[config.mk]
export PLATFORM = sky130hd
export DESIGN_NAME = processing_mem_stream_mover
export DESIGN_NICKNAME = d
export VERILOG_FILES = /design/src/rtl/processing_mem_stream_mover.sv
export SDC_FILE = /design/constraint.sdc
export NUM_CORES = 1
export LEC_CHECK = 0
export CORE_MARGIN = 5
export CORE_UTILIZATION = 45
export CTS_CLUSTER_DIAMETER = 100
export DETAILED_ROUTE_END_ITERATION = 10
export PLACE_DENSITY_LB_ADDON = 0.12
export RECOVER_POWER = 25
export SYNTH_ARGS = -nofsm -noshare
export SYNTH_HDL_FRONTEND = slang
export SYNTH_SLANG_ARGS = --single-unit
[constraint.sdc]
create_clock -name clk -period 3.93 [get_ports clk]
set_input_delay 0.786 -clock clk [delete_from_list [all_inputs] [get_ports clk]]
set_output_delay 0.786 -clock clk [all_outputs]
set_load 0.02 [all_outputs]
[src/rtl/processing_mem_stream_mover.sv]
// Avalon-MM master on the 16-bit processing-memory port: moves halfword blocks between
// memory and an Avalon-ST source/sink pair under a single-command control interface.
module processing_mem_stream_mover #(
  parameter int ADDR_W    = 14,
  parameter int DATA_W    = 16,
  parameter int LEN_W     = 14,
  parameter int MEM_WORDS = 15000
) (
  input  logic              clk,
  input  logic              reset,
  input  logic              cmd_valid,
  output logic              cmd_ready,
  input  logic              cmd_dir,
  input  logic [ADDR_W-1:0] cmd_addr,
  input  logic [LEN_W-1:0]  cmd_len,
  output logic              done,
  output logic              error,
  output logic [LEN_W-1:0]  done_count,
  output logic [ADDR_W-1:0] address2,
  output logic              chipselect2,
  output logic              write2,
  output logic [1:0]        byteenable2,
  output logic [DATA_W-1:0] writedata2,
  output logic              clken2,
  input  logic [DATA_W-1:0] readdata2,
  input  logic [DATA_W-1:0] snk_data,
  input  logic              snk_valid,
  input  logic              snk_eop,
  output logic              snk_ready,
  output logic [DATA_W-1:0] src_data,
  output logic              src_valid,
  output logic              src_sop,
  output logic              src_eop,
  input  logic              src_ready
);

  typedef enum logic [2:0] {
    S_IDLE   = 3'd0,
    S_CHECK  = 3'd1,
    S_RD     = 3'd2,
    S_RDRAIN = 3'd3,
    S_WR     = 3'd4,
    S_FIN    = 3'd5
  } state_t;

  state_t              state_r, state_s;
  logic                dir_r;
  logic [ADDR_W-1:0]   cur_r;
  logic [LEN_W-1:0]    len_r, moved_r, iss_r;
  logic                cs_r, we_r, pend_r;
  logic [ADDR_W-1:0]   addr_out_r;
  logic [DATA_W-1:0]   wdata_r;
  logic [DATA_W-1:0]   fifo_mem_r [2];
  logic                fifo_rd_r, fifo_wr_r;
  logic [1:0]          fifo_cnt_r;
  logic                done_r, error_r, snk_ready_r;
  logic [LEN_W-1:0]    done_count_r;

  logic                cmd_acc_s, range_bad_s, rd_issue_s, rd_last_s;
  logic                wr_acc_s, wr_last_s, push_s, pop_s, zero_done_s;
  logic [LEN_W:0]      span_s;
  logic [2:0]          occ_s;

  assign cmd_acc_s   = cmd_valid && (state_r == S_IDLE);
  assign span_s      = (LEN_W+1)'(cur_r) + (LEN_W+1)'(len_r);
  assign range_bad_s = span_s > (LEN_W+1)'(MEM_WORDS);
  assign zero_done_s = (state_r == S_CHECK) && !range_bad_s && (len_r == LEN_W'(0));
  // Occupancy counts FIFO entries plus reads still in the registered issue/return pipeline
  assign occ_s       = 3'(fifo_cnt_r) + 3'(cs_r) + 3'(pend_r);
  assign rd_issue_s  = (state_r == S_RD) && (occ_s < 3'd2);
  assign rd_last_s   = rd_issue_s && (iss_r == len_r - LEN_W'(1));
  assign wr_acc_s    = (state_r == S_WR) && snk_valid && snk_ready_r;
  assign wr_last_s   = wr_acc_s && (snk_eop || (moved_r == len_r - LEN_W'(1)));
  assign push_s      = pend_r;
  assign pop_s       = (fifo_cnt_r != 2'd0) && src_ready;

  // Next-state decode
  always_comb begin
    state_s = state_r;
    case (state_r)
      S_IDLE:   if (cmd_acc_s) state_s = S_CHECK; else state_s = S_IDLE;
      S_CHECK: begin
        if (range_bad_s)               state_s = S_IDLE;
        else if (len_r == LEN_W'(0))   state_s = S_IDLE;
        else if (dir_r)                state_s = S_WR;
        else                           state_s = S_RD;
      end
      S_RD:     if (rd_last_s) state_s = S_RDRAIN; else state_s = S_RD;
      S_RDRAIN: begin
        if ((fifo_cnt_r == 2'd0) && !cs_r && !pend_r) state_s = S_FIN;
        else                                          state_s = S_RDRAIN;
      end
      S_WR:     if (!snk_ready_r) state_s = S_FIN; else state_s = S_WR;
      S_FIN:    state_s = S_IDLE;
      default:  state_s = S_IDLE;
    endcase
  end

  // State register
  always_ff @(posedge clk) begin
    if (reset) state_r <= S_IDLE;
    else       state_r <= state_s;
  end

  // Command capture, current address and beat counters; cur stops on the final beat
  always_ff @(posedge clk) begin
    if (reset) begin
      dir_r   <= 1'b0;
      cur_r   <= '0;
      len_r   <= '0;
      moved_r <= '0;
      iss_r   <= '0;
    end else if (cmd_acc_s) begin
      dir_r   <= cmd_dir;
      cur_r   <= cmd_addr;
      len_r   <= cmd_len;
      moved_r <= '0;
      iss_r   <= '0;
    end else begin
      if (rd_issue_s && !rd_last_s)     cur_r <= cur_r + ADDR_W'(1);
      else if (wr_acc_s && !wr_last_s)  cur_r <= cur_r + ADDR_W'(1);
      if (rd_issue_s)                   iss_r <= iss_r + LEN_W'(1);
      if (pop_s || wr_acc_s)            moved_r <= moved_r + LEN_W'(1);
    end
  end

  // Registered memory strobes; pend marks the cycle readdata2 is valid
  always_ff @(posedge clk) begin
    if (reset) begin
      cs_r       <= 1'b0;
      we_r       <= 1'b0;
      pend_r     <= 1'b0;
      addr_out_r <= '0;
      wdata_r    <= '0;
    end else begin
      cs_r   <= rd_issue_s || wr_acc_s;
      we_r   <= wr_acc_s;
      pend_r <= cs_r && !we_r;
      if (rd_issue_s || wr_acc_s) addr_out_r <= cur_r;
      if (wr_acc_s)               wdata_r    <= snk_data;
    end
  end

  // Two-entry skid FIFO for the read path
  always_ff @(posedge clk) begin
    if (reset) begin
      fifo_mem_r[0] <= '0;
      fifo_mem_r[1] <= '0;
      fifo_rd_r     <= 1'b0;
      fifo_wr_r     <= 1'b0;
      fifo_cnt_r    <= 2'd0;
    end else begin
      if (push_s) begin
        fifo_mem_r[fifo_wr_r] <= readdata2;
        fifo_wr_r             <= ~fifo_wr_r;
      end
      if (pop_s) fifo_rd_r <= ~fifo_rd_r;
      fifo_cnt_r <= fifo_cnt_r + 2'(push_s) - 2'(pop_s);
    end
  end

  // Completion/error pulses and sink ready
  always_ff @(posedge clk) begin
    if (reset) begin
      done_r       <= 1'b0;
      error_r      <= 1'b0;
      done_count_r <= '0;
      snk_ready_r  <= 1'b0;
    end else begin
      done_r  <= (state_r == S_FIN) || zero_done_s;
      error_r <= (state_r == S_CHECK) && range_bad_s;
      if ((state_r == S_FIN) || zero_done_s) done_count_r <= moved_r;
      if ((state_r == S_CHECK) && (state_s == S_WR)) snk_ready_r <= 1'b1;
      else if (wr_last_s)                             snk_ready_r <= 1'b0;
    end
  end

  assign cmd_ready   = (state_r == S_IDLE);
  assign done        = done_r;
  assign error       = error_r;
  assign done_count  = done_count_r;
  assign address2    = addr_out_r;
  assign chipselect2 = cs_r;
  assign write2      = we_r;
  assign byteenable2 = 2'b11;
  assign writedata2  = wdata_r;
  assign clken2      = 1'b1;
  assign snk_ready   = snk_ready_r;
  assign src_valid   = (fifo_cnt_r != 2'd0);
  assign src_data    = fifo_mem_r[fifo_rd_r];
  assign src_sop     = src_valid && (moved_r == LEN_W'(0));
  assign src_eop     = src_valid && (moved_r == len_r - LEN_W'(1));

endmodule
==> results.py <==
metrics = {
    "worst_setup_path": {
        "cpPeakStageDelay_ns": 0.54,
        "critPathArrivalTime_ns": 2.91,
        "cp-start-kind": "register",
        "setup.worst_path.class": "reg2out",
        "crit_slowest_cell": "or4_4",
        "end_kind": "output port",
        "critPathMostFrequentCell": "buf_4",
        "path_cells": "buf_4, or4_4, buf_4, o21ai_0, a21o_1, nand4_1, nor3_1, nor4b_4, buf_2",
        "required_ns": 3.14,
        "crit_path_max_fanout": 10,
        "rr_startpoint": "len_r[0]$_SDFFE_PP0P_",
        "critPathLaunch": "len_r[0]$_SDFFE_PP0P_",
    },
    "hold_path": {
        "min-delay-start": "write2$_SDFF_PP0_",
        "hold_path.class": "reg2reg",
    },
    "die": {
        "placementRows": 48,
        "ioPinCount": 139,
        "fp.dieW_um": 143,
        "dieArea_sq_um": 20400,
        "die-height_um": 143,
        "core_area_sq_um": 17300,
        "start_util": 0.458,
    },
    "synth": {
        "syn_area_sq_um": 7920,
        "yosys_warnings": 0,
        "ys_seq_area_frac": 0.412,
        "synth_edf_count": 32,
        "synth.distinct_cells": 72,
        "syn_inst": 906,
        "ys.flop_type": "dfxtp_1",
        "synth.avg_cell_area_sq_um": 8.74,
        "async_flop_share": 0,
        "ys_seq_elements": 147,
    },
    "detailed_routing": {
        "drtIter0Drc": 402,
        "vias_per_cell": 5.37,
        "routedWlPerCell_um": 16.4,
        "firstDrtPassIters": 5,
        "wirelength_um": 20900,
        "vias": 6843,
        "ant_nets": 0,
        "drc": 0,
    },
    "grt": {
        "globalRouteOverflowTotal": 0,
        "track_usage": 0.209,
        "grt_pass1_wl_um": 33800,
        "antenna_found_initial": 0,
        "grt_pass1_vias": 6553,
        "grt_max_degree": 57,
    },
    "status": {
        "status": "finished, violations left",
        "violations": "max-capacitance violations, max-slew violations",
    },
    "power_and_ir_drop": {
        "switchingPower_uw": 1640,
        "p_clk_frac": 0.320,
        "p_sw_frac": 0.334,
        "p_int_uw": 3260,
        "seqPwrFrac": 0.366,
        "p_leak_uw": 0.00395,
        "p_comb_frac": 0.314,
        "pwr_density_cell_nw_per_um2": 483,
        "peakVddDrop_uv": 359,
    },
    "clocking": {
        "cts_buffer_depth": 2,
        "cts_setup_buffers": 0,
        "cts_htree_levels": 4,
        "cts_tree": "done",
        "clkLatencyLatePin_ns": 0.43,
        "cts_made_buffers": 17,
        "clk_pin_slew_ns": 0.06,
        "cts_hold_buf": 0,
        "cts_root_buf": "clkbuf_16",
        "cts.sinks": 147,
    },
    "layout": {
        "drive_gt1_frac": 0.0953,
        "finalCoreUtilization": 0.586,
        "instances_no_fill": 1274,
        "fin_nets": 1128,
        "area_growth_pct": 27.9,
        "num_antenna_cells": 0,
    },
    "sta": {
        "fin_crit_sh": 0.941,
        "worstMarginPinSlew_ns": 1.67,
        "setup_tns_ns": 0,
        "max_freq_mhz": 271,
        "slew_violations": 37,
        "rsz0062_at_grt": "no",
        "finalCriticalPeriod_ns": 3.70,
        "setup_viol": 0,
        "skew_ns": 0.00870,
        "hold_viol": 0,
        "slew_headroom": -0.114,
    },
    "place": {
        "io_buffers": 135,
        "hpwl_um": 15400,
        "placed_cells": 1243,
        "globalplace.congestion": 0.966,
    },
    "job": {
        "max_cap_violations": 1,
    },
}
[layer usage]
layer | share of wire | vias to the layer above | wire [um] | global-route usage
met5 | 0 | - | 0 | 0
met4 | 0.020 | 0 | 407 | 0.0680
met3 | 0.070 | 31 | 1460 | 0.0623
met2 | 0.45 | 190 | 9470 | 0.330
met1 | 0.46 | 3185 | 9530 | 0.275
li1 | - | 3437 | - | -
[cell usage after synthesis (4+ instances only)]
| cell | count | area [sq um] |
|---|---|---|
| xnor2_1 | 27 | 236 |
| a21o_1 | 9 | 67.6 |
| nor3_1 | 11 | 55.1 |
| nand3b_1 | 4 | 30.0 |
| nand4_1 | 12 | 75.1 |
| mux2_2 | 17 | 191 |
| o21ai_0 | 25 | 125 |
| a311oi_1 | 4 | 35.0 |
| o22ai_1 | 4 | 25.0 |
| and4_1 | 6 | 52.6 |
| a21oi_1 | 73 | 365 |
| nor2b_1 | 9 | 56.3 |
| edfxtp_1 | 32 | 961 |
| clkbuf_1 | 45 | 169 |
| a211oi_1 | 18 | 135 |
| nand2b_1 | 6 | 37.5 |
| and2_1 | 32 | 200 |
| ha_1 | 23 | 288 |
| nor3b_1 | 7 | 52.6 |
| nand2_1 | 129 | 484 |
| and3_1 | 20 | 125 |
| or4_1 | 5 | 37.5 |
| inv_1 | 20 | 75.1 |
| buf_6 | 4 | 45.0 |
| buf_2 | 7 | 35.0 |
| dfxtp_1 | 115 | 2300 |
| nor4_1 | 10 | 62.6 |
| mux2i_1 | 17 | 170 |
| xor2_1 | 43 | 377 |
| or3_1 | 9 | 56.3 |
| nor2_1 | 90 | 338 |
| nand3_1 | 11 | 55.1 |
[cells in the final DEF, fill, tap and decap left out, types with 4 or more instances in the layout]
cell	Yosys	final
a211oi_1	18	18
a21o_1	9	9
a21oi_1	73	73
a311oi_1	4	4
and2_0	0	15
and2_1	32	17
and3_1	20	20
and4_1	6	6
buf_4	3	33
clkbuf_16	0	17
clkdlybuf4s50_1	0	133
dfxtp_1	115	115
edfxtp_1	32	32
ha_1	23	23
inv_1	20	20
mux2_2	17	17
mux2i_1	17	17
nand2_1	129	129
nand2b_1	6	6
nand3_1	11	11
nand3b_1	4	4
nand4_1	12	12
nor2_1	90	90
nor2b_1	9	9
nor3_1	11	11
nor3b_1	7	7
nor4_1	10	10
o21ai_0	25	25
o22ai_1	4	4
or3_1	9	9
or4_1	5	5
xnor2_1	27	27
xor2_1	43	43
[cell type report]
cell class	count	area, sq um
Fill cell	1605	7170
Multi-Input combinational cell	680	4350
Sequential cell	147	3260
Timing Repair Buffer	171	1600
Clock buffer	20	467
Tap cell	225	282
Clock inverter	11	97.6
Inverter	20	75.1
[critical path: cells and delay by family (launching register included)]
kind            cells  cell delay, ns
flops               1            0.32
compound gates      2            0.53
simple gates        4            1.07
buf+inv             3            0.55
[per-stage QoR]
stage	hold WS, ns	instance area (sq um)	power (uW)	setup WS (ns)
floorplan	0.444	7930	2800	0.242
global placement	0.410	9560	3340	0.0660
detailed placement	0.414	9560	3340	0.0833
CTS	0.424	10100	4920	0.00871
global route	0.436	10100	5170	0.000395
finish	0.419	10100	4890	0.233
[power by group through the flow]
stage,logic [uW],clock network [uW],registers [uW]
2_1_floorplan,1030,0,1770
3_3_place_gp,1510,0,1820
3_5_place_dp,1520,0,1830
4_1_cts,1530,1600,1790
5_1_grt,1690,1670,1810
6_report,1540,1560,1790
[final timing paths]
path | cells after the start | end | slack, ns
setup / recovery | 9 | src_eop | 0.23
hold reg to reg | 1 | pend_r$_SDFF_PP0_ | 0.42
hold / removal | 1 | pend_r$_SDFF_PP0_ | 0.42
setup reg to reg | 13 | done_count[2]$_SDFFE_PP0P_ | 0.47
[flip-flops by register name, indices dropped and copies added, names as in the netlist, 3 cells and up, named ones only]
signal and cells:
len_r 14, iss_r 14, cur_r 14, address2 14
done_count 14, moved_r 14, fifo_mem_r 32, writedata2 16
state_r 3
[repair_timing]
item | 4_1_cts | 5_1_grt
endpoints found under the hold margin | 0 | 0
endpoints found under the setup margin | 1 | 1
gates cloned | 0 | 0
pin swaps | 0 | 0
gates resized for setup | 3 | 6
[cell families (layout without fill, tap and decap cells)]
group	count (synthesis)	in the layout	share of synthesized area
mux	34	34	0.0457
fa+ha+maj	24	24	0.0389
flops	147	147	0.412
xor+xnor	72	72	0.0831
other cells	1	3	0.000474
compound gates	167	167	0.133
buf+inv	81	222	0.0447
simple gates	380	380	0.242
Note: power is estimated with default switching activity, not from simulation.
==> RTL edit 1 (same flow settings) <==
Change the parameter `ADDR_W` from 14 to 16.
--- a/src/rtl/processing_mem_stream_mover.sv
+++ b/src/rtl/processing_mem_stream_mover.sv
@@ -3,3 +3,3 @@
 module processing_mem_stream_mover #(
-  parameter int ADDR_W    = 14,
+  parameter int ADDR_W    = 16,
   parameter int DATA_W    = 16,
Interface: changed (resized address2 and cmd_addr); port bits go from 139 to 143. No check against the original RTL was run, so the function may have changed too.
==> RTL edit 1 against the unedited design <==
- power down 11%
- critical path type is now flop to flop
- sequential cell count rose by 4
- synthesized area grew 0.58%
- clock power fell by 3%
- routed wire length decreased by 3.2%
- hold slack gained 0.014 ns
- global-route usage decreased by 0.88 points
- fmax is 0.57% higher
- clock skew about the same
- design area up 0.11%
- worst setup slack better by 0.021 ns
==> RTL edit 1: results (changes against the unedited design) <==
cts:
  ctsLongestPathBuffers: 2  # unchanged
  cts_made_buffers: 17  # unchanged
  clkLatencyLatePin_ns: 0.43  # about the same
  clk_pin_slew_ns: 0.06  # about the same
  htree_levels: 4  # unchanged
grt:
  antenna_found_initial: 0  # unchanged
  globalRoute.totalOverflow: 0  # unchanged
  grt_pass1_wl_um: 32600  # -3.6%
  grt_pass1_vias: 6383  # -2.6%
  grtUsageTotal_pct: 20.0  # -0.88 points
  grt_start_max_net_pins: 68  # +19%
place:
  port_buffers: 139  # +3.0%
  placed_cell_area_mm2: 0.00958  # +0.14%
  place_inst: 1240  # -0.24%
  place.gp.congestion: 0.913  # -5.5%
  pre_cts_slack_ns: 0.149  # +0.0658 ns
  detailed_place_hpwl_um: 14600  # -5.2%
final_layout:
  insertedDiodeCount: 0  # unchanged
  largest_register: "fifo_mem_r"
  drive_gt1_share_pct: 8.49  # -1.0 points
  num-nets-final: 1127  # -0.089%
  largest_reg_flops: 32  # unchanged
sta:
  whs_ns: 0.433  # +0.0144 ns
  worst_slew_pin_slew_ns: 1.11  # -0.557 ns
  max_freq_mhz: 272  # +0.57%
  finClkSkew_ns: 0.00832  # -0.000371 ns
  setup_tns_ns: 0  # unchanged
worst_setup_path:
  path_max_fanout: 15  # +5
  critPathCapture: "done_count[0]"
  reg2regPathDepth: 13  # unchanged
  path_class: "flop to flop"
  r2r-start: "len_r[0]"
  r2r_slack_ns: 0.25  # -0.22 ns
  cp_data_arrival_time_ns: 4.03  # +1.12 ns
yosys:
  synth_common_cells: "132 x nand2_1, 119 x dfxtp_1, 80 x nor2_1"
  asyncSetResetFlopFracSynth_pct: 0  # unchanged
  ys_types: 77  # +6.9%
  synth_edf_count: 32  # unchanged
  ys.flop_type: "dfxtp_1"
  synth_area_leaders: "dfxtp_1 30%, edfxtp_1 12%, nand2_1 6.2%, xnor2_1 4.8%, a21oi_1 4.8%"
  synth_seq_area_share_pct: 42.0  # +0.77 points
  avgSynthCellArea_um2: 8.79  # +0.58%
  ys_warn_count: 0  # unchanged
pwr:
  ir_drop_uv: 340  # -5.2%
  pwr-share-seq_pct: 40.6  # +4.0 points
  pwr-share-clk_pct: 34.9  # +2.9 points
  p_leak_nw: 3.63  # -8.1%
  p_clk_w: 0.00152  # -3%
  switching_share_pct: 31.6  # -1.8 points
status:
  status: "complete, no violations"
routing:
  drt_first_pass_iters: 4  # -1
  dr_total_vias: 6778  # -0.95%
  via_per_inst: 5.32  # -0.87%
  wl_um: 20200  # -3.2%
  drt-initial-drc-count: 400  # -0.50%
hold_path:
  hold_path_class: "flop to flop"
  hold_start: "write2"
  whs_path_depth: 1  # unchanged
## RTL edit 1: changes by cell type after synthesis, moves of 4 or more
cell      delta
nand3_1      +4
and2_1       +4
nor3_1       +6
a21o_1       -5
nand2b_1    +30
xnor2_1     +17
nor2b_1      -5
o21ai_0      -9
xor2_1      -15
dfxtp_1      +4
and3_1      -14
nor2_1      -10
## RTL edit 1: kinds of logic (layout without fill, tap and decap cells)
group	Yosys count	count (layout)	synth area share, %
AO/OA/AOI/OAI	168	168	13.8
AND/OR/NAND/NOR	383	383	23.8
XOR/XNOR	73	73	8.20
other	1	3	0.0471
buffers and inverters	75	215	4.24
adder cells (fa/ha/maj)	23	23	3.71
flip-flops	151	151	42.0
multiplexers	32	32	4.27
## RTL edit 1: per-layer routing
metal,routed length [um],track usage (%),part of all wire (%)
met1,9100,25.3,45
met2,9240,32.5,46
met3,1470,5.93,7.3
met4,401,7.05,2.0
met5,0,0,0
## RTL edit 1: timing repair
action                                 4_1_cts  5_1_grt
setup buffers                                0        1
resized for setup                            3        4
setup endpoints to repair                    1       19
endpoints found under the hold margin        0        0
pin swaps                                    0        1
## RTL edit 1: worst max-delay path, cell delays in order (launching register included)
cell and delay, ns:
dfxtp_1 0.33, buf_4 0.17, ha_1 0.20, fa_1 0.40, a211oi_1 0.34, o31ai_1 0.17, o221a_2 0.30, o41ai_2 0.29
o21ai_0 0.17, xnor2_1 0.30, nor4b_1 0.40, o2bb2ai_2 0.17, buf_12 0.18, mux2i_1 0.19
## RTL edit 1: final cells by class
class	count	area (um2)
fillers	1567	7210
multi-input cells	682	4320
flip-flops and latches	151	3340
repair buffers	164	1590
clock buffers	17	425
well taps	225	282
clock inverters	15	119
inverters	19	71.3
==> RTL edit 2 (config.mk and constraints unchanged) <==
Without the edit above. The 6 states of `state_t` get a one-hot encoding in 6 bits.
--- a/src/rtl/processing_mem_stream_mover.sv
+++ b/src/rtl/processing_mem_stream_mover.sv
@@ -36,9 +36,9 @@
 
-  typedef enum logic [2:0] {
-    S_IDLE   = 3'd0,
-    S_CHECK  = 3'd1,
-    S_RD     = 3'd2,
-    S_RDRAIN = 3'd3,
-    S_WR     = 3'd4,
-    S_FIN    = 3'd5
+  typedef enum logic [5:0] {
+    S_IDLE   = 6'b000001,
+    S_CHECK  = 6'b000010,
+    S_RD     = 6'b000100,
+    S_RDRAIN = 6'b001000,
+    S_WR     = 6'b010000,
+    S_FIN    = 6'b100000
   } state_t;
Formal check against the unedited RTL: no difference found for any inputs over 4 cycles, from zero or initial values and one cycle with reset high; so few cycles prove little.
==> RTL edit 2 against the unedited design <==
- the flow finishes with violations (negative setup slack)
- synthesized area is 0.36% lower
- non-clock buffer count shrank 11
- sequential share of layout area is 0.67 points higher
- sequential cell count grew 3
- worst setup slack worse by 0.24 ns
- die area shrank 0.34%
- cell count decreased by 0.94%
- first-iteration DRC count is 23% lower
- clock skew increased by 0.00066 ns
- design area is 0.23% lower
- routed wire length down 5.3%
- highest routed layer unchanged
Power is not compared: it rests on default switching activity, and its combinational part moved more than twofold at a synthesized area within 25%.
==> RTL edit 2: results (changes against the unedited design) <==
place:
  place.gp.congestion: 0.932  # -3.5%
  placed_cell_area_mm2: 0.00951  # -0.59%
  port_buffers: 135  # unchanged
  pre_cts_slack_ns: 0.293  # +0.210 ns
  detailed_place_hpwl_um: 14700  # -4.7%
final_layout:
  insertedDiodeCount: 0  # unchanged
  drive_gt1_share_pct: 8.20  # -1.3 points
  largest_reg_flops: 32  # unchanged
  fill_cells: 1584  # -1.3%
  num-nets-final: 1114  # -1.2%
yosys:
  synth_common_cells: "130 x nand2_1, 118 x dfxtp_1, 67 x nor2_1"
  asyncSetResetFlopFracSynth_pct: 0  # unchanged
  ys_types: 69  # -4.2%
  synth_seq_area_share_pct: 42.1  # +0.91 points
  synth_area_leaders: "dfxtp_1 30%, edfxtp_1 12%, nand2_1 6.2%, xor2_1 4.7%, a21oi_1 4.0%"
routing:
  via_per_inst: 5.25  # -2.2%
  drt-initial-drc-count: 309  # -23%
  routedWlPerCell_um: 15.7  # -4.4%
worst_setup_path:
  path_max_fanout: 2  # -8
  slowest_stage: "or4b_4"
  reg2regPathDepth: 12  # -1
  crit_family: "simple AND/OR/NAND/NOR gates"
  cpPeakStageDelay_ns: 0.47  # -0.07 ns
  cp_data_arrival_time_ns: 3.15  # +0.24 ns
sta:
  slew_headroom_pct: 5.88  # +17 points
  setup_viol_count_final: 1  # +1
  finClkSkew_ns: 0.00935  # +0.000655 ns
  timing.final.ws_setup_ns: -0.00308  # -0.236 ns
cts:
  ctsLongestPathBuffers: 2  # unchanged
  htree_levels: 4  # unchanged
  cts_made_buffers: 17  # unchanged
grt:
  grt_pass1_wl_um: 32700  # -3.1%
  grt_start_max_net_pins: 79  # +39%
  grt_pass1_vias: 6448  # -1.6%
  grtUsageTotal_pct: 19.9  # -1.0 points
status:
  status: "finished with violations"
  violations: "negative setup slack"
-- RTL edit 2: cell types whose count changed after synthesis, moves of 10 or more --
cell	change
a21oi_1	-10
a211oi_1	-10
nor2_1	-23
nand2b_1	+30
nand3_1	+14
-- RTL edit 2: final timing paths --
| check | start | end | slack (ns) |
|---|---|---|---|
| max | len_r[0] | src_eop | -0.003 |
| min | write2 | pend_r | 0.42 |
| max reg2reg | len_r[5] | cur_r[10] | 0.34 |
| min reg2reg | write2 | pend_r | 0.42 |
-- RTL edit 2: cell type report --
class	instances	area [um2]	area share [%]
multi-input cells	675	4300	42.5
flip-flops and latches	150	3320	32.9
inverters	20	75.1	0.743
clock buffers	20	437	4.32
repair buffers	160	1520	15.0
clock inverters	12	176	1.75
well taps	225	282	2.79
-- RTL edit 2: per-stage QoR --
stage | TNS (ns) | utilization (%) | std cells
floorplan | 0 | - | 894
global placement | 0 | 55.1 | 1229
detailed placement | 0 | 55.1 | 1229
CTS | -0.0319 | 58.7 | 1262
global route | -0.206 | 58.6 | 1262
finish | -0.00308 | 58.6 | 1262
-- RTL edit 2: kinds of logic (layout without fill, tap and decap cells) --
| kind of cell | after synthesis | after routing | share of synthesized area, % |
|---|---|---|---|
| muxes | 35 | 35 | 4.69 |
| AOI/OAI and AO/OA | 154 | 154 | 12.4 |
| and+or+nand+nor | 385 | 385 | 25.1 |
| buffers and inverters | 69 | 212 | 3.66 |
| other | 1 | 3 | 0.0475 |
| adders and majority gates | 23 | 23 | 3.74 |
| xor gates and xnor gates | 75 | 75 | 8.33 |
| DFF | 150 | 150 | 42.1 |
-- RTL edit 2: metal layers --
layer / share of wire, % / global-route usage, %
met1: 47 / 26.4
met2: 48 / 33.3
met3: 4.4 / 3.76
met4: 1.2 / 5.55
met5: 0 / 0
-- RTL edit 2: power breakdown --
part | switching (W) | leakage, nW | internal [W]
clock network | 0.000655 | 0.295 | 0.00106
registers | 0.0000708 | 1.29 | 0.00162
logic | 0.000396 | 2.28 | 0.000353
total | 0.00112 | 3.86 | 0.00304
-- RTL edit 2: timing repair --
item,in CTS,in global routing
pin swaps,1,0
setup endpoints to repair,1,1
endpoints found under the hold margin,0,0
gates resized for setup,0,1
setup buffers,1,0
